`src/rtl/debug_override_entry_pkg.sv`:
```
// Shared constants for the debug override entry block: field codes, FSM states, KEY indices.
package debug_override_entry_pkg;

    // Field select codes on SW[8:7]
    localparam logic [1:0] FLD_SPEED = 2'b00;
    localparam logic [1:0] FLD_DIR   = 2'b01;
    localparam logic [1:0] FLD_REV   = 2'b10;
    localparam logic [1:0] FLD_CLEAR = 2'b11;

    // Pushbutton indices; KEY[3] is reserved for challenge select
    localparam int unsigned KEY_CANCEL = 0;
    localparam int unsigned KEY_SHIFT  = 1;
    localparam int unsigned KEY_COMMIT = 2;

    localparam int unsigned AccW = 9;

    typedef enum logic [1:0] {
        StIdle   = 2'b00,
        StEntry  = 2'b01,
        StCommit = 2'b10
    } state_e;

    // Shift a new nibble into the accumulator; upper bits fall off the 9-bit word
    function automatic logic [AccW-1:0] shift_nibble(input logic [AccW-1:0] acc,
                                                     input logic [3:0]      nib);
        return {acc[4:0], nib};
    endfunction

endpackage

```
`src/rtl/debug_override_entry_if.sv`:
```
// Operator I/O bundle: switch/key inputs and override/status outputs.
interface debug_override_entry_if;
    logic [9:0] SW;
    logic [3:0] KEY;
    logic [6:0] override_speed;
    logic       override_speed_en;
    logic [8:0] override_dir;
    logic       override_dir_en;
    logic       override_reverse;
    logic       override_rev_en;
    logic [8:0] entry_value;
    logic       entry_active;
    logic       commit_ok;
    logic       commit_reject;

    // Operator / board side
    modport master (
        output SW, KEY,
        input  override_speed, override_speed_en, override_dir, override_dir_en,
        input  override_reverse, override_rev_en, entry_value, entry_active,
        input  commit_ok, commit_reject
    );

    // Entry block side
    modport slave (
        input  SW, KEY,
        output override_speed, override_speed_en, override_dir, override_dir_en,
        output override_reverse, override_rev_en, entry_value, entry_active,
        output commit_ok, commit_reject
    );
endinterface

```
`src/rtl/debug_override_entry_key_debouncer.sv`:
```
// Pushbutton conditioner: 2-FF synchronizer, stability counter, one-cycle press pulse.
module debug_override_entry_key_debouncer #(
    parameter int unsigned DebounceTicks = 500000
) (
    input  logic clk_i,
    input  logic rst_ni,
    input  logic key_i,    // raw, active-low
    output logic press_o   // one cycle on accepted 1->0 transition
);

    localparam int unsigned CntW = (DebounceTicks > 1) ? $clog2(DebounceTicks) : 1;
    localparam logic [CntW-1:0] CntLast = CntW'(DebounceTicks - 1);

    logic            sync1_q, sync2_q;
    logic            db_q, db_d;
    logic [CntW-1:0] cnt_q, cnt_d;
    logic            press_q, press_d;

    // Accept a new level only after it has differed from the debounced level for DebounceTicks
    always_comb begin
        db_d    = db_q;
        cnt_d   = '0;
        press_d = 1'b0;
        if (sync2_q != db_q) begin
            if (cnt_q == CntLast) begin
                db_d    = sync2_q;
                press_d = ~sync2_q;
            end else begin
                cnt_d = cnt_q + CntW'(1);
            end
        end
    end

    // Synchronizer and debounce state; released (high) out of reset
    always_ff @(posedge clk_i or negedge rst_ni) begin
        if (!rst_ni) begin
            sync1_q <= 1'b1;
            sync2_q <= 1'b1;
            db_q    <= 1'b1;
            cnt_q   <= '0;
            press_q <= 1'b0;
        end else begin
            sync1_q <= key_i;
            sync2_q <= sync1_q;
            db_q    <= db_d;
            cnt_q   <= cnt_d;
            press_q <= press_d;
        end
    end

    assign press_o = press_q;

endmodule

```
`src/rtl/debug_override_entry.sv`:
```
// Operator override entry: debounced keys drive a nibble-entry FSM that commits
// speed / direction / reverse overrides with range checking.
module debug_override_entry
    import debug_override_entry_pkg::*;
#(
    parameter int unsigned DEBOUNCE_TICKS = 500000,
    parameter int unsigned TIMEOUT_TICKS  = 500000000,
    parameter int unsigned SPEED_MAX      = 100,
    parameter int unsigned DIR_MAX        = 359
) (
    input  logic                         CLOCK_50,
    input  logic                         async_reset,
    debug_override_entry_if.slave        bus
);

    localparam int unsigned TmoW = (TIMEOUT_TICKS > 1) ? $clog2(TIMEOUT_TICKS) : 1;
    localparam logic [TmoW-1:0] TmoLast   = TmoW'(TIMEOUT_TICKS - 1);
    localparam logic [AccW-1:0] SpeedMaxV = AccW'(SPEED_MAX);
    localparam logic [AccW-1:0] DirMaxV   = AccW'(DIR_MAX);

    logic [2:0] ev;
    logic       do_cancel, do_commit, do_shift;

    state_e          state_q, state_d;
    logic [AccW-1:0] acc_q, acc_d;
    logic [TmoW-1:0] tmo_q, tmo_d;
    logic [6:0]      speed_q, speed_d;
    logic            speed_en_q, speed_en_d;
    logic [8:0]      dir_q, dir_d;
    logic            dir_en_q, dir_en_d;
    logic            rev_q, rev_d;
    logic            rev_en_q, rev_en_d;
    logic            ok_q, ok_d;
    logic            rej_q, rej_d;

    // SW[6:4] and KEY[3] are not used by this block
    logic [3:0] unused_bits;
    assign unused_bits = {bus.SW[6:4], bus.KEY[3]};

    for (genvar k = 0; k < 3; k++) begin : g_key
        debug_override_entry_key_debouncer #(
            .DebounceTicks(DEBOUNCE_TICKS)
        ) u_db (
            .clk_i  (CLOCK_50),
            .rst_ni (async_reset),
            .key_i  (bus.KEY[k]),
            .press_o(ev[k])
        );
    end

    // Same-cycle priority: cancel > commit > shift; losers are dropped
    assign do_cancel = ev[KEY_CANCEL];
    assign do_commit = ev[KEY_COMMIT] & ~ev[KEY_CANCEL];
    assign do_shift  = ev[KEY_SHIFT] & ~ev[KEY_COMMIT] & ~ev[KEY_CANCEL];

    // Entry FSM, accumulator, idle timeout and override updates
    always_comb begin
        state_d    = state_q;
        acc_d      = acc_q;
        tmo_d      = '0;
        speed_d    = speed_q;
        speed_en_d = speed_en_q;
        dir_d      = dir_q;
        dir_en_d   = dir_en_q;
        rev_d      = rev_q;
        rev_en_d   = rev_en_q;
        ok_d       = 1'b0;
        rej_d      = 1'b0;
        unique case (state_q)
            StIdle: begin
                if (do_cancel) begin
                    speed_en_d = 1'b0;
                    dir_en_d   = 1'b0;
                    rev_en_d   = 1'b0;
                end else if (do_shift && bus.SW[9]) begin
                    state_d = StEntry;
                    acc_d   = {5'b0, bus.SW[3:0]};
                end
            end
            StEntry: begin
                if (do_cancel || !bus.SW[9]) begin
                    state_d = StIdle;
                    acc_d   = '0;
                end else if (do_commit) begin
                    state_d = StCommit;
                end else if (do_shift) begin
                    acc_d = shift_nibble(acc_q, bus.SW[3:0]);
                end else if (tmo_q == TmoLast) begin
                    state_d = StIdle;
                    acc_d   = '0;
                end else begin
                    tmo_d = tmo_q + TmoW'(1);
                end
            end
            StCommit: begin
                state_d = StIdle;
                acc_d   = '0;
                unique case (bus.SW[8:7])
                    FLD_SPEED: begin
                        if (acc_q <= SpeedMaxV) begin
                            speed_d    = acc_q[6:0];
                            speed_en_d = 1'b1;
                            ok_d       = 1'b1;
                        end else begin
                            rej_d = 1'b1;
                        end
                    end
                    FLD_DIR: begin
                        if (acc_q <= DirMaxV) begin
                            dir_d    = acc_q;
                            dir_en_d = 1'b1;
                            ok_d     = 1'b1;
                        end else begin
                            rej_d = 1'b1;
                        end
                    end
                    FLD_REV: begin
                        rev_d    = acc_q[0];
                        rev_en_d = 1'b1;
                        ok_d     = 1'b1;
                    end
                    FLD_CLEAR: begin
                        speed_en_d = 1'b0;
                        dir_en_d   = 1'b0;
                        rev_en_d   = 1'b0;
                        ok_d       = 1'b1;
                    end
                    default: ;
                endcase
            end
            default: begin
                state_d = StIdle;
                acc_d   = '0;
            end
        endcase
    end

    // State and override registers; everything returns to zero on reset
    always_ff @(posedge CLOCK_50 or negedge async_reset) begin
        if (!async_reset) begin
            state_q    <= StIdle;
            acc_q      <= '0;
            tmo_q      <= '0;
            speed_q    <= '0;
            speed_en_q <= 1'b0;
            dir_q      <= '0;
            dir_en_q   <= 1'b0;
            rev_q      <= 1'b0;
            rev_en_q   <= 1'b0;
            ok_q       <= 1'b0;
            rej_q      <= 1'b0;
        end else begin
            state_q    <= state_d;
            acc_q      <= acc_d;
            tmo_q      <= tmo_d;
            speed_q    <= speed_d;
            speed_en_q <= speed_en_d;
            dir_q      <= dir_d;
            dir_en_q   <= dir_en_d;
            rev_q      <= rev_d;
            rev_en_q   <= rev_en_d;
            ok_q       <= ok_d;
            rej_q      <= rej_d;
        end
    end

    assign bus.override_speed    = speed_q;
    assign bus.override_speed_en = speed_en_q;
    assign bus.override_dir      = dir_q;
    assign bus.override_dir_en   = dir_en_q;
    assign bus.override_reverse  = rev_q;
    assign bus.override_rev_en   = rev_en_q;
    assign bus.entry_value       = acc_q;
    assign bus.entry_active      = (state_q == StEntry);
    assign bus.commit_ok         = ok_q;
    assign bus.commit_reject     = rej_q;

endmodule

```
`src/flat_wrapper.sv`:
```
// flat-port wrapper written by rule: the top's interface ports become plain ports
module debug_override_entry_flat import debug_override_entry_pkg::*;
#(
    parameter int unsigned DEBOUNCE_TICKS = 500000,
    parameter int unsigned TIMEOUT_TICKS  = 500000000,
    parameter int unsigned SPEED_MAX      = 100,
    parameter int unsigned DIR_MAX        = 359
)
  (CLOCK_50, async_reset, bus_SW, bus_KEY, bus_override_speed, bus_override_speed_en, bus_override_dir, bus_override_dir_en, bus_override_reverse, bus_override_rev_en, bus_entry_value, bus_entry_active, bus_commit_ok, bus_commit_reject);
  debug_override_entry_if bus_i ();
  input  logic CLOCK_50;
  input  logic async_reset;
  input wire logic [$bits(bus_i.SW)-1:0] bus_SW;
  input wire logic [$bits(bus_i.KEY)-1:0] bus_KEY;
  output wire logic [$bits(bus_i.override_speed)-1:0] bus_override_speed;
  output wire logic [$bits(bus_i.override_speed_en)-1:0] bus_override_speed_en;
  output wire logic [$bits(bus_i.override_dir)-1:0] bus_override_dir;
  output wire logic [$bits(bus_i.override_dir_en)-1:0] bus_override_dir_en;
  output wire logic [$bits(bus_i.override_reverse)-1:0] bus_override_reverse;
  output wire logic [$bits(bus_i.override_rev_en)-1:0] bus_override_rev_en;
  output wire logic [$bits(bus_i.entry_value)-1:0] bus_entry_value;
  output wire logic [$bits(bus_i.entry_active)-1:0] bus_entry_active;
  output wire logic [$bits(bus_i.commit_ok)-1:0] bus_commit_ok;
  output wire logic [$bits(bus_i.commit_reject)-1:0] bus_commit_reject;
  assign bus_i.SW = bus_SW;
  assign bus_i.KEY = bus_KEY;
  assign bus_override_speed = bus_i.override_speed;
  assign bus_override_speed_en = bus_i.override_speed_en;
  assign bus_override_dir = bus_i.override_dir;
  assign bus_override_dir_en = bus_i.override_dir_en;
  assign bus_override_reverse = bus_i.override_reverse;
  assign bus_override_rev_en = bus_i.override_rev_en;
  assign bus_entry_value = bus_i.entry_value;
  assign bus_entry_active = bus_i.entry_active;
  assign bus_commit_ok = bus_i.commit_ok;
  assign bus_commit_reject = bus_i.commit_reject;
  debug_override_entry #(.DEBOUNCE_TICKS(DEBOUNCE_TICKS), .TIMEOUT_TICKS(TIMEOUT_TICKS), .SPEED_MAX(SPEED_MAX), .DIR_MAX(DIR_MAX)) u_core (.CLOCK_50(CLOCK_50), .async_reset(async_reset), .bus(bus_i));
endmodule
```
`config.mk`:
```
export PLATFORM = sky130hd
export DESIGN_NAME = debug_override_entry_flat
export DESIGN_NICKNAME = d
export VERILOG_FILES = /design/src/rtl/debug_override_entry_pkg.sv /design/src/rtl/debug_override_entry_if.sv /design/src/rtl/debug_override_entry_key_debouncer.sv /design/src/rtl/debug_override_entry.sv /design/src/flat_wrapper.sv
export SDC_FILE = /design/constraint.sdc
export NUM_CORES = 1
export LEC_CHECK = 0
export CAP_MARGIN = 20
export CORE_UTILIZATION = 30
export DETAILED_ROUTE_END_ITERATION = 10
export GPL_TIMING_DRIVEN = 0
export SLEW_MARGIN = 10
export SYNTH_ARGS = -nofsm -noshare
export SYNTH_HDL_FRONTEND = slang
export SYNTH_SLANG_ARGS = --single-unit
```
`constraint.sdc`:
```
create_clock -name CLOCK_50 -period 1.9 [get_ports CLOCK_50]
set_input_delay 0.38 -clock CLOCK_50 [delete_from_list [all_inputs] [get_ports CLOCK_50]]
set_output_delay 0.38 -clock CLOCK_50 [all_outputs]
set_load 0.01 [all_outputs]
```
=== Yosys cells after proc, flatten, opt, wreduce, memory -nomap -nowiden ===
Cells that the tools add are included.

* Flip-flop bits (word level): 131
* Bits in latches: 0
* Bits in writable memories: 0
* ROM bits: 0
* Bits of input ports: 16
* Output and inout bits: 32
* Logic and storage cells: 130
* Memories: 0

* Add/subtract/negate cells: 4
* Multiply operators: 0
* Div/mod/pow operators: 0
* Order comparisons: 2
* Equality and inequality tests: 24
* Shift operators: 0
* Mux-type cells: 48
* Bitwise operators: 8
* Reductions and logical operators: 18

{| class="wikitable"
|+ Operator list
! cell !! count
|-
| 29-bit two-way mux || 5
|-
| 19-bit two-way mux || 6
|-
| 19-bit by 1-bit adder with 19-bit output, second input constant || 3
|-
| 19-bit == test, second input constant || 3
|-
| 9-bit two-way mux || 6
|-
| 29-bit by 1-bit adder with 29-bit output, second input constant || 1
|-
| 29-bit == test, second input constant || 1
|-
| 9-bit case mux with 2 select lines || 1
|-
| 4-bit AND reduction || 4
|-
| 1-bit two-way mux || 15
|-
| 1-bit case mux with 2 select lines || 7
|-
| 2-bit two-way mux || 6
|-
| 9-bit by 7-bit <= comparator with 1-bit output, second input constant || 1
|-
| 9-bit <= comparator, second input constant || 1
|-
| 3-bit by 2-bit inequality test with 1-bit output, second input constant || 3
|-
| 3-bit inequality test, second input constant || 3
|-
| 3-bit AND reduction || 3
|-
| 4-bit by 1-bit inequality test with 1-bit output, second input constant || 2
|-
| 2-bit AND reduction || 4
|-
| 2-bit == test, second input constant || 3
|-
| 1-bit inverter || 5
|-
| 2-bit by 1-bit == test with 1-bit output, second input constant || 2
|-
| 2-bit logical NOT || 2
|-
| 2-bit inequality test, second input constant || 2
|-
| 11 further kinds || 15
|}

=== Depth between registers and ports, before layout ===
Gate-level depths: netlist of the first run.

* Depth after elaboration: 7
* Depth in mapped cells: 7
* Depth with buffers taken out: 6

=== Modules after synthesis ===
From an unflattened synthesis of the first run, not the netlist that was laid out.

* Cell total of the unflattened synthesis: 614
* Area, all modules: 6,431.2 sq um

{| class="wikitable"
|+ By module, submodules not included
! module !! instances !! cells each !! area each (sq um) !! sequential area each (sq um)
|-
| debug_override_entry || 1 || 286 || 3,050.4 || 1,551.5
|-
| debug_override_entry_key_debouncer (u_core.g_key[0].u_db ...) || 2 || 110 || 1,122.3 || 579.3
|-
| debug_override_entry_key_debouncer (u_core.g_key[2].u_db) || 1 || 108 || 1,136.1 || 579.3
|}

=== Worst setup path before layout of the first run ===
Ideal clock, no wire load.

* Path kind: register to register
* From: reg u_core.tmo_q[0]
* To: reg u_core.tmo_q[28]
* Setup time: 0.073 ns
* Data arrival time: 1.979 ns
* Required time: 1.827 ns
* Slack: -0.152 ns
* Stages on the path, launching flop included: 6
* Buffers on the path: 0
* Period minus slack after synthesis: 2.052 ns
* Cells stage by stage: dfrtp_1 -> ha_1 -> nand4_2 -> or4_4 -> or4_4 -> a21oi_2

* Cells in the longest elaborated chain, start to end: 6
* Elaborated cells on any way between the ends: 7
* Classes of those cells: add/sub: 1; eq/ne: 1; mux: 5

{| class="wikitable"
|+ Ends and longest elaborated chain
! item !! line !! text
|-
| start, declared || debug_override_entry.sv:26 || <nowiki>logic [TmoW-1:0] tmo_q, tmo_d;</nowiki>
|-
| start signal, assigned || debug_override_entry.sv:155 || <nowiki>tmo_q <= tmo_d;</nowiki>
|-
| 29-bit by 1-bit adder with 29-bit output / 29-bit == test (equally long branches) || debug_override_entry.sv:92, debug_override_entry.sv:88 ||
|-
| 29-bit two-way mux (*) || debug_override_entry.sv:88 || <nowiki>end else if (tmo_q == TmoLast) begin</nowiki>
|-
| 29-bit two-way mux (*) || debug_override_entry.sv:86 || <nowiki>end else if (do_shift) begin</nowiki>
|-
| 29-bit two-way mux (*) || debug_override_entry.sv:84 || <nowiki>end else if (do_commit) begin</nowiki>
|-
| 29-bit two-way mux (*) || debug_override_entry.sv:81 || <nowiki>if (do_cancel || !bus.SW[9]) begin</nowiki>
|-
| 29-bit two-way mux (*) || debug_override_entry.sv:69 || <nowiki>unique case (state_q)</nowiki>
|-
| via u_core.tmo_d[28] || debug_override_entry.sv:26 ||
|}

Mark *: on every way through the listed nets, which the timed path passes. The rest lies on a longest branch.
A chain may end at the register's enable or synchronous reset.

=== Worst setup path after layout of the first run ===
* From: reg u_core.g_key[0].u_db.cnt_q[15]
* To: reg u_core.g_key[0].u_db.db_q

* Cells in the longest elaborated chain, start to end: 2

{| class="wikitable"
|+ Ends and longest elaborated chain
! item !! line !! text
|-
| start, declared || debug_override_entry_key_debouncer.sv:16 || <nowiki>logic [CntW-1:0] cnt_q, cnt_d;</nowiki>
|-
| start signal, assigned || debug_override_entry_key_debouncer.sv:46 || <nowiki>cnt_q <= cnt_d;</nowiki>
|-
| 19-bit == test || debug_override_entry_key_debouncer.sv:25 || <nowiki>if (cnt_q == CntLast) begin</nowiki>
|-
| 2-bit AND reduction (no line) || n/a ||
|-
| end signal, assigned || debug_override_entry_key_debouncer.sv:39 || <nowiki>db_q <= 1'b1;</nowiki>
|-
| end signal, assigned || debug_override_entry_key_debouncer.sv:45 || <nowiki>db_q <= db_d;</nowiki>
|-
| end, declared || debug_override_entry_key_debouncer.sv:15 || <nowiki>logic db_q, db_d;</nowiki>
|}

Every way passes these cells.

==> results of run 1 <==
==> worst max-delay path, cell delays in order, from the launching register on <==
cell and delay (ps):
dfrtp_1 400, nand3_1 130, or4b_2 700, nor3_2 230, mux2_2 350
==> cells in the final DEF, fill, tap and decap left out, types with 10 or more instances in the layout <==
cell             netlist  final
or4_1                 16     10
inv_1                 22     22
nor4_1                13     13
nand3_1               32     28
xor2_1                20     20
dfrtp_2                0     18
o21ai_0               25     23
nand4_1               20     20
nor3_1                14     13
clkdlybuf4s50_1        0     41
nor2_1                69     67
nand2_1               40     38
xnor2_1               31     31
a21oi_1               31     23
buf_4                  3     43
dfrtp_1              122    104
or3_1                 14     12
o31ai_1               17     17
clkbuf_16              0     17
mux2_2                20     20
==> kinds of logic after synthesis <==
family / synth area share
AND/OR/NAND/NOR: 0.230
AO/OA/AOI/OAI: 0.0995
buffers and inverters: 0.0265
XOR/XNOR: 0.0706
multiplexers: 0.0372
adder cells (fa/ha/maj): 0.0158
flip-flops: 0.520
==> where the power goes <==
part | switching, uW | total, uW | internal [uW]
Combinational | 119 | 200 | 81.2
Sequential | 28.7 | 2850 | 2820
Clock | 1280 | 3490 | 2200
==> sequential cells by signal, indices dropped and copies added (netlist names), 7 cells and up <==
signal / count
u_core.bus.override_speed: 7
u_core.tmo_q: 29
u_core.g_key.u_db.cnt_q: 57
u_core.bus.override_dir: 9
u_core.bus.entry_value: 9
==> cell type report <==
| type | instances | area [um2] |
|---|---|---|
| buffer | 13 | 104 |
| timing repair buffer | 91 | 827 |
| tap | 270 | 338 |
| clock buffer | 17 | 425 |
| inverter | 22 | 82.6 |
| fill | 1965 | 12100 |
| clock inverter | 15 | 208 |
| multi-input combinational | 442 | 3080 |
| sequential | 131 | 3310 |
==> how the worst max path moves through the flow <==
stage                                    from                              to  slack (ps)  cells after the start
6_report       u_core.g_key[0].u_db.cnt_q[15]       u_core.g_key[0].u_db.db_q          30                      4
5_1_grt        u_core.g_key[0].u_db.cnt_q[17]       u_core.g_key[0].u_db.db_q         -60                      4
3_3_place_gp                      async_reset  u_core.g_key[1].u_db.cnt_q[11]       -4890                      1
2_1_floorplan  u_core.g_key[2].u_db.cnt_q[15]  u_core.g_key[2].u_db.cnt_q[10]           3                      5
4_1_cts                       u_core.tmo_q[0]                 u_core.tmo_q[8]         0.6                      7
3_5_place_dp                        bus_SW[9]       u_core.bus.entry_value[0]        -360                      5
==> metrics by stage <==
stage / setup slack [ps] / hold WS, ps / cells
global placement: -4890 / 347 / 924
finish: 27.3 / 354 / 1001
global route: -56.0 / 342 / 1001
floorplan: 3.37 / 84.4 / 611
CTS: 0.594 / 343 / 989
detailed placement: -357 / 348 / 925
==> per-layer routing <==
metal | wire length (um) | vias to the layer above | global-route usage | part of all wire
met4 | 254 | 0 | 0.0557 | 0.018
li1 | - | 2450 | - | -
met1 | 6780 | 2509 | 0.180 | 0.48
met5 | 0 | - | 0 | 0
met3 | 339 | 21 | 0.0320 | 0.024
met2 | 6810 | 69 | 0.220 | 0.48
==> repair_timing <==
item / 4_1_cts / 5_1_grt
setup endpoints to repair: 111 / 81
hold buffers: 1 / 0
pin swaps: 14 / 14
setup buffers: 32 / 12
gates cloned: 1 / 1
gates resized for setup: 35 / 41
hold endpoints to repair: 58 / 0
==> results.md, run 1 <==
* CTS tree: yes
* Via count at 5049
* Worst Path Required at 2250 ps
* Post-synth EDFFs at 0
* Max-Cap Viols at 0
* Clock buffer count from CTS at 17
* Hold Path Sink: u_core.g_key[0].u_db.sync2_q
* Share of the synthesized area in the top cell type at 0.483
* Share of cells above drive strength 1 at 0.257
* Yosys cell types at 52
* Clock period minus worst slack at 1870 ps
* Global-route wire length before repair at 24.1 mm
* Rows at 52
* Area growth, synth to finish at 32.4%
* Sequential fraction of the synthesis area at 0.520
* Worst Path Arrival at 2230 ps
* Final number of max-transition violations at 0
* Total power at 6540 uW
* Crit Path Max Fanout at 5
* Initial antenna violation count at 0
* Fmax at 534 MHz
* Syn Inst Count at 611
* Worst hold start: u_core.g_key[0].u_db.sync1_q
* Mapped cell area at 6320 um2
* FF-to-FF setup slack at 30 ps
* Longest Clk Path Bufs at 2
* Clock Latency Late Sink at 430 ps
* Worst setup EP type: flip-flop
* Reg2reg path depth at 4
* Avg Cell Area, Syn at 10.3 um2
* CTS root buf: clkbuf_16
* Fin util at 0.410
* Largest net degree at the start of global routing at 68
* Peak VDD IR at 0.636 mV
* Post-route clock skew at 7.07 ps
* Detailed Route WL at 14.2 mm
* Final std cell area, no fill at 8370 um2
* Total Routing Usage GR at 0.138
* Critical path class: flip-flop to flip-flop
* Yosys top cell by area: dfrtp_1
* Die Ht at 147 um
* Ant. Diodes at 0
* R2R Path End: u_core.g_key[0].u_db.db_q
* Async set or reset register ratio after synthesis at 1.00
* Worst-margin pin slew at 654 ps
* Io pins at 48
* Crit share post-route at 0.986
* Port buffer count at 43
* Core area at 20400 um2
* RSZ-0062 raised after global routing: yes
* Clock sink total at 131
* Hold Path Depth at 0
* # H-tree levels at 4
* Pre-antenna DRT Iters at 4
* Drt wl/cell at 14.2 um
* Final hold violations at 0
* Pwr/cell area at 781 nW/um2
* Total grt overflow at 0
* Post-synthesis register bit count at 131
* Top cells by area, synth: dfrtp_1, xnor2_1, nor2_1
* Starting Density at 0.310
* Max_slew headroom at 0.558
* Final setup viols at 0
* RR Startpoint: u_core.g_key[0].u_db.cnt_q[15]
* Synthesized net count at 635
* Status: complete, no violations
* Most common cell in the netlist: dfrtp_1
* Routed Antenna Nets at 0
* Vias in the first global route at 4868
* Routed vias/inst at 5.04
* Clock slew seen by the registers of the worst setup and hold paths at 60 ps
* Initial drt markers at 183
* TNS Setup at 0 ps
* Top_reg_cell synth: dfrtp_1
* CP Launch Type: flip-flop
* Routability cong. at 0.767
* Top cells by count, synth: dfrtp_1, nor2_1, nand2_1
* Synth warnings at 0
* Area after DPL at 7140 um2
* Detail Placement HPWL at 9.04 mm
* # DRC at 0
* Worst Hold Class: flip-flop to flip-flop
* Die X at 147 um
* Nets@finish at 742
* Die area at 21700 um2
* Leak at 0.00329 uW
Power figures use the tool's default switching activity.
==> inputs of run 2 (changes only) <==
--- a/config.mk
+++ b/config.mk
@@ -6,10 +6,15 @@
 export NUM_CORES = 1
 export LEC_CHECK = 0
 export CAP_MARGIN = 20
+export CELL_PAD_IN_SITES_DETAIL_PLACEMENT = 1
+export CELL_PAD_IN_SITES_GLOBAL_PLACEMENT = 2
 export CORE_UTILIZATION = 30
 export DETAILED_ROUTE_END_ITERATION = 10
 export GPL_TIMING_DRIVEN = 0
+export PLACE_DENSITY_LB_ADDON = 0.1
+export REMOVE_ABC_BUFFERS = 1
 export SLEW_MARGIN = 10
 export SYNTH_ARGS = -nofsm -noshare
 export SYNTH_HDL_FRONTEND = slang
+export SYNTH_HIERARCHICAL = 1
 export SYNTH_SLANG_ARGS = --single-unit
==> run 2 against run 1 <==
Wire length rose by 13%. Combinational power rose by 4%. First-iteration DRC count rose by 36%. Sequential power barely moved. Global-route usage rose by 2.1 points. Sequential cell count did not move. Register-to-register slack barely moved. Area after synthesis rose by 1.7%. Non-clock buffer count fell by 29. Clock power rose by 5%. Clock skew barely moved. Critical path type unchanged. Largest cell class unchanged. Highest routed layer unchanged.
==> results.md, run 2 <==
* Max-Cap Viols at 0 (unchanged)
* RR Startpoint: u_core/bus.entry_value[4]
* Worst Hold Class: flip-flop to flip-flop
* Die Ht at 148 um (+0.84%)
* Clock slew seen by the registers of the worst setup and hold paths at 60 ps (about the same)
* Most common cell after layout, fill and taps aside: dfrtp_1
* Placed Cells at 916 (-0.97%)
* CP peak stage delay at 580 ps (-120 ps)
* CTS root buf: clkbuf_16
* Port buffer count at 43 (unchanged)
* Post-synth EDFFs at 0 (unchanged)
* Largest net degree at the start of global routing at 68 (unchanged)
* Async set or reset register ratio after synthesis at 1.00 (unchanged)
* RSZ-0062 raised after global routing: yes
* Peak VDD IR at 0.683 mV (+7.4%)
* R2R Path End: u_core/bus.override_dir[1]
* Die area at 22000 um2 (+1.7%)
* Final number of max-transition violations at 0 (unchanged)
* Post-synthesis register bit count at 131 (unchanged)
* Rows at 53 (+1.9%)
* Pwr/cell area at 823 nW/um2 (+5.3%)
* Worst setup EP type: flip-flop
* Fmax at 533 MHz (-0.14%)
* Share of the synthesized area in the top cell type at 0.475 (-0.00808)
* # H-tree levels at 4 (unchanged)
* Top_reg_cell synth: dfrtp_1
* Total grt overflow at 0 (unchanged)
* Syn Inst Count at 614 (+0.49%)
* Post-route clock skew at 7.00 ps (-0.0675 ps)
* Crit share post-route at 0.987 (+0.00138)
* Die X at 148 um (+0.84%)
* Clock period minus worst slack at 1880 ps (+2.62 ps)
* Most frequent cells in the layout: dfrtp_1, nor2_1, xnor2_1
* Clock buffer count from CTS at 17 (unchanged)
* Clock sink total at 131 (unchanged)
* # DRC at 0 (unchanged)
* Starting Density at 0.306 (-0.00360)
* Initial antenna violation count at 0 (unchanged)
* Sequential fraction of the synthesis area at 0.511 (-0.00870)
* Mapped cell area at 6430 um2 (+1.7%)
* Drt wl/cell at 16.5 um (+16%)
* Detail Placement HPWL at 10.5 mm (+16%)
* Longest Clk Path Bufs at 2 (unchanged)
* Area growth, synth to finish at 27.8%
* Reg2reg path depth at 4 (unchanged)
* Routed vias/inst at 5.12 (+1.4%)
* Worst-margin pin slew at 941 ps (+287 ps)
* Routed Antenna Nets at 0 (unchanged)
* Fillers at 2265 (+15%)
* CP Launch Type: flip-flop
* Top cells by area, synth: dfrtp_1, xnor2_1, nor2_1
* FF-to-FF setup slack at 20 ps (about the same)
* CTS tree: yes
* Hold Path Depth at 0 (unchanged)
* Final setup viols at 0 (unchanged)
* Share of cells above drive strength 1 at 0.213 (-0.0438)
* Final std cell area, no fill at 8220 um2 (-1.9%)
* Area after DPL at 7140 um2 (about the same)
* Detailed Route WL at 16.1 mm (+13%)
* Reg area at 3320 um2 (+0.26%)
* Initial drt markers at 249 (+36%)
* Pre-antenna DRT Iters at 4 (unchanged)
* Max_slew headroom at 0.364 (-0.194)
* Top cells by count, synth: dfrtp_1, nor2_1, xnor2_1
* Yosys top cell by area: dfrtp_1
* Vias in the first global route at 5363 (+10%)
* Via count at 5003 (-0.91%)
* Global-route wire length before repair at 27.5 mm (+14%)
* Worst hold start: u_core/g_key[1].u_db/sync1_q
* Routability cong. at 0.739 (-3.7%)
* Worst-path cell chain: o211ai_4 > a21oi_2 > or4b_4 > mux2_4
* Avg Cell Area, Syn at 10.5 um2 (+1.2%)
* Fin util at 0.391 (-0.0189)
* Hold Path Sink: u_core/g_key[1].u_db/sync2_q
* Largest registers: u_core/g_key.u_db/cnt_q: 57 flops, u_core/tmo_q: 29 flops
* Ant. Diodes at 0 (unchanged)
* Yosys cell types at 60 (+15%)
* Io pins at 48 (unchanged)
* Core area at 21000 um2 (+2.9%)
* Status: complete, no violations
* Most common cell in the netlist: dfrtp_1
* Nets@finish at 711 (-4.2%)
* Final hold violations at 0 (unchanged)
* Largest register by flop count: u_core/g_key.u_db/cnt_q
* Multi-input logic area at 3090 um2 (+0.57%)
* Synth warnings at 6 (+6)
* Leak at 0.00323 uW (-2.1%)
* Max reg flops at 57 (unchanged)
* Worst Path Arrival at 2180 ps (-50 ps)
* Clock Latency Late Sink at 420 ps (about the same)
* Total Routing Usage GR at 0.159 (+0.0210)
* Critical path class: flip-flop to flip-flop
* Crit Path Max Fanout at 7 (+2)
* Worst Path Required at 2200 ps (-50 ps)
* Non-filler cells in the finished layout at 978 (-2.3%)
* Worst path slowest cell: or4b_4
==> run 2: changes by cell type in the layout (fill, tap and decap cells not counted), moves of 10 or more <==
cell / delta
mux2_2: -18
buf_4: -15
nand4_1: +13
mux2_4: +10
o31ai_1: -10
==> run 2: worst max-delay path by stage <==
| stage | from | end | slack, ps | cells past startpoint |
|---|---|---|---|---|
| after global placement | async_reset | u_core/g_key[1].u_db/cnt_q[13] | -5110 | 1 |
| final | u_core/bus.entry_value[4] | u_core/bus.override_dir[1] | 20 | 4 |
| after global routing | u_core/bus.entry_value[4] | u_core/bus.override_dir[1] | -4 | 4 |
| after floorplan | u_core/tmo_q[0] | u_core/tmo_q[10] | -100 | 5 |
| after detailed placement | bus_SW[8] | u_core/bus.override_dir[1] | -470 | 3 |
| after CTS | u_core/bus.entry_value[2] | bus_entry_value[2] | 1 | 1 |
==> run 2: metrics by stage <==
step	power, uW	setup slack [ps]	hold slack [ps]	TNS [ps]
after CTS	6890	1.29	341	0
after floorplan	2970	-101	84.4	-3260
final	6760	24.6	355	0
after global routing	7030	-3.62	347	-3.62
after global placement	3100	-5110	347	-692900
after detailed placement	3110	-468	347	-31570
==> run 2: final cells by class <==
| class | instances | area share |
|---|---|---|
| Timing Repair Buffer | 75 | 0.0873 |
| Sequential cell | 131 | 0.404 |
| Multi-Input combinational cell | 443 | 0.376 |
| Tap cell | 275 | 0.0419 |
| Clock inverter | 12 | 0.0247 |
| Inverter | 23 | 0.0105 |
| Clock buffer | 19 | 0.0551 |
==> run 2: cell families after synthesis <==
group           count (synthesis)  share of synthesized area
xor+xnor                       58                     0.0790
compound gates                 86                     0.0920
simple gates                  274                      0.239
buf+inv                        41                     0.0298
flops                         131                      0.511
fa+ha+maj                       4                    0.00778
mux                            20                     0.0409
==> run 2: what timing repair did <==
item	4_1_cts	5_1_grt
pin swaps	12	10
gates cloned	1	0
setup buffers	22	7
endpoints found under the setup margin	109	46
resized for setup	24	31
hold endpoints to repair	32	0
hold buffers	1	0
==> run 2: worst max-delay path: cells and delay by family, from the launching register on <==
| family | cells | cell delay (ps) |
|---|---|---|
| simple gates | 1 | 580 |
| flops | 1 | 480 |
| compound gates | 2 | 370 |
| mux | 1 | 330 |
==> run 2: report_power, final <==
part | switching, uW | leakage, uW | internal [uW]
Sequential | 47.5 | 0.00175 | 2830
Clock | 1280 | 0.000320 | 2400
Combinational | 120 | 0.00116 | 87.8
==> run 2: routing by layer <==
metal | share of wire | wire length (um) | GRT usage | vias up
met5 | 0 | 0 | 0 | -
met4 | 0.017 | 270 | 0.0624 | 0
met3 | 0.019 | 301 | 0.0319 | 20
met2 | 0.48 | 7690 | 0.256 | 47
met1 | 0.49 | 7830 | 0.209 | 2558
li1 | - | - | - | 2378
==> inputs of run 3 (changes only) <==
--- a/config.mk
+++ b/config.mk
@@ -8,7 +8,7 @@
 export CAP_MARGIN = 20
 export CELL_PAD_IN_SITES_DETAIL_PLACEMENT = 1
 export CELL_PAD_IN_SITES_GLOBAL_PLACEMENT = 2
-export CORE_UTILIZATION = 30
+export CORE_UTILIZATION = 35
 export DETAILED_ROUTE_END_ITERATION = 10
 export GPL_TIMING_DRIVEN = 0
 export PLACE_DENSITY_LB_ADDON = 0.1
@@ -18,3 +18,4 @@
 export SYNTH_HDL_FRONTEND = slang
 export SYNTH_HIERARCHICAL = 1
 export SYNTH_SLANG_ARGS = --single-unit
+export TNS_END_PERCENT = 100
==> constraint.sdc (replaced) <==
create_clock -name CLOCK_50 -period 2.25 [get_ports CLOCK_50]
set_input_delay 0.45 -clock CLOCK_50 [delete_from_list [all_inputs] [get_ports CLOCK_50]]
set_output_delay 0.45 -clock CLOCK_50 [all_outputs]
set_load 0.01 [all_outputs]
==> run 3 against run 2 <==
The flow now finishes with violations (negative hold slack). Fmax shrank 9.4%. Sequential share of layout area grew 1.8 points. Worst hold slack lost 360 ps. Sequential power shrank 16%.
==> results.md, run 3 (synthesis results as in run 2) <==
* Worst-margin pin slew at 758 ps (-183 ps)
* Io pins at 48 (unchanged)
* Most frequent cells in the layout: dfrtp_1, nor2_1, clkdlybuf4s50_1
* Sw frac at 0.219 (+0.00526)
* Largest register by flop count: u_core/g_key.u_db/cnt_q
* Routed Antenna Nets at 0 (unchanged)
* RSZ-0062 raised after global routing: no
* Peak VDD IR at 0.576 mV (-16%)
* Clk pwr share at 0.521 (-0.023)
* Final std cell area, no fill at 7790 um2 (-5.1%)
* Initial drt markers at 276 (+11%)
* CP Launch Type: flip-flop
* Clock period minus worst slack at 2070 ps (+194 ps)
* Routability cong. at 0.761 (+3.1%)
* Multi-input logic area at 2970 um2 (-4.0%)
* Share of cells above drive strength 1 at 0.136 (-0.0774)
* Worst setup EP type: flip-flop
* Clock buffer count from CTS at 17 (unchanged)
* Most common cell after layout, fill and taps aside: dfrtp_1
* Final hold violations at 3 (+3)
* Max-Cap Viols at 0 (unchanged)
* Flop pwr share at 0.449 (+0.023)
* Global-route wire length before repair at 25.5 mm (-7.2%)
* P_int at 4220 uW (-21%)
* Leak at 0.00307 uW (-4.8%)
* CP peak stage delay at 450 ps (-130 ps)
* Area after DPL at 7080 um2 (-0.81%)
* Max reg flops at 57 (unchanged)
* # H-tree levels at 4 (unchanged)
* # DRC at 0 (unchanged)
* Worst path slowest cell: or3_4
* Reg area at 3290 um2 (-0.94%)
* Crit Path Max Fanout at 7 (unchanged)
* Clock Latency Late Sink at 410 ps (about the same)
* Pwr/cell area at 693 nW/um2 (-16%)
* Fin util at 0.434 (+0.0431)
* Worst-path cell chain: ha_1 > nand4_4 > or3_4 > or3_4 > mux2_4
* CTS tree: yes
* Final setup margin at 181 ps (+156 ps)
* Switching power total at 1180 uW (-18%)
* Total Routing Usage GR at 0.175 (+0.0159)
* Pre-antenna DRT Iters at 4 (unchanged)
* Nets@finish at 691 (-2.8%)
* Detailed Route WL at 15.1 mm (-5.9%)
* Via count at 4880 (-2.5%)
* Crit share post-route at 0.920 (-0.0674)
* Critical path buffers and inverters at 0 (unchanged)
* RR Startpoint: u_core/g_key[2].u_db/cnt_q[0]
* Drt wl/cell at 16.6 um (+0.78%)
* Pre-CTS setup slack at -140 ps (+328 ps)
* Clock slew seen by the registers of the worst setup and hold paths at 60 ps (about the same)
* Fmax at 483 MHz (-9.4%)
* Post-route clock skew at 6.85 ps (-0.149 ps)
* Clock sink total at 131 (unchanged)
* FF-to-FF setup slack at 180 ps (+160 ps)
* Core area at 18000 um2 (-15%)
* Largest registers: u_core/g_key.u_db/cnt_q: 57 flops, u_core/tmo_q: 29 flops
* CTS root buf: clkbuf_16
* Hold_ws at -7.15 ps (-362 ps)
* Reg2reg path depth at 5 (+1)
* Ant. Diodes at 0 (unchanged)
* Worst Path Arrival at 2410 ps (+230 ps)
* Failing checks: negative hold slack
* Vias in the first global route at 4982 (-7.1%)
* Total grt overflow at 0 (unchanged)
* Die Ht at 138 um (-7.3%)
* Detail Placement HPWL at 10.3 mm (-2.3%)
* Initial antenna violation count at 0 (unchanged)
* Fillers at 1978 (-13%)
* Post-CTS Hold Buffers at 0 (-1)
* Crit path max-delay family: simple AND/OR/NAND/NOR gates
* Worst Path Required at 2590 ps (+390 ps)
* Final number of max-transition violations at 0 (unchanged)
* Largest net degree at the start of global routing at 78 (+15%)
* Rows at 49 (-7.5%)
* Status: complete, but fails checks
* Die area at 18900 um2 (-14%)
* Starting Density at 0.358 (+0.0521)
* R2R Path End: u_core/g_key[2].u_db/db_q
* Critical path depth at 5 (+1)
* Max_slew headroom at 0.490 (+0.126)
* Port buffer count at 43 (unchanged)
* Most frequent CP cell: or3_4
* Critical path class: flip-flop to flip-flop
* Final setup viols at 0 (unchanged)
* Die X at 138 um (-7.3%)
* Combinational Power Share at 0.030 (about the same)
* Area growth, synth to finish at 21.2%
* Longest Clk Path Bufs at 2 (unchanged)
* Worst Hold Class: input pin to asynchronous set/reset pin
* Routed vias/inst at 5.35 (+4.5%)
==> run 3: cell count changes in the layout (fill, tap and decap cells not counted), moves of 3 or more <==
| cell | previous run | this run |
|---|---|---|
| nand3_1 | 24 | 27 |
| clkdlybuf4s50_1 | 38 | 42 |
| ha_1 | 0 | 4 |
| dfrtp_2 | 25 | 0 |
| dlymetal6s2s_1 | 3 | 0 |
| dfrtp_1 | 97 | 122 |
| clkinvlp_4 | 1 | 4 |
| buf_4 | 28 | 9 |
==> run 3: metrics by stage <==
stage	std cells	hold WS [ps]	power [uW]	setup TNS [ps]
finish	913	-7.15	5410	0
global route	913	24.3	5620	0
CTS	906	6.04	5490	0
detailed placement	870	349	2620	-2430
global placement	868	347	2610	-600610
floorplan	596	154	2510	0
==> run 3: power groups by stage <==
| stage | sequential [uW] | combinational [uW] | clock (uW) |
|---|---|---|---|
| 5_1_grt | 2430 | 187 | 3010 |
| 4_1_cts | 2420 | 160 | 2910 |
| 3_5_place_dp | 2470 | 156 | 0 |
| 6_report | 2430 | 164 | 2820 |
| 3_3_place_gp | 2470 | 146 | 0 |
| 2_1_floorplan | 2460 | 47.5 | 0 |
==> run 3: worst max-delay path by stage <==
stage | from | to | slack, ps
final | u_core/g_key[2].u_db/cnt_q[0] | u_core/g_key[2].u_db/db_q | 180
after global routing | u_core/g_key[1].u_db/cnt_q[0] | u_core/g_key[1].u_db/cnt_q[18] | 2
after CTS | u_core/tmo_q[0] | u_core/tmo_q[28] | 30
after detailed placement | bus_SW[8] | u_core/bus.override_dir[4] | -140
after global placement | async_reset | u_core/g_key[1].u_db/cnt_q[14] | -4630
after floorplan | u_core/tmo_q[0] | u_core/tmo_q[10] | 250
==> run 3: timing repair <==
action	CTS	global route
resized for setup	1	2
setup endpoints to repair	24	47
buffers inserted	4	6
pin swaps	2	3
==> run 3: cell type report <==
type                    instances  share of cell area
clock inverters                13              0.0202
multi-input cells             442               0.381
flip-flops and latches        131               0.422
clock buffers                  19              0.0568
repair buffers                 56              0.0722
well taps                     229              0.0368
inverters                      23              0.0111
==> run 3: layer usage <==
metal  track usage  wire [um]
met1         0.229       7290
met2         0.284       7310
met3        0.0442        365
met4        0.0495        175
met5             0          0
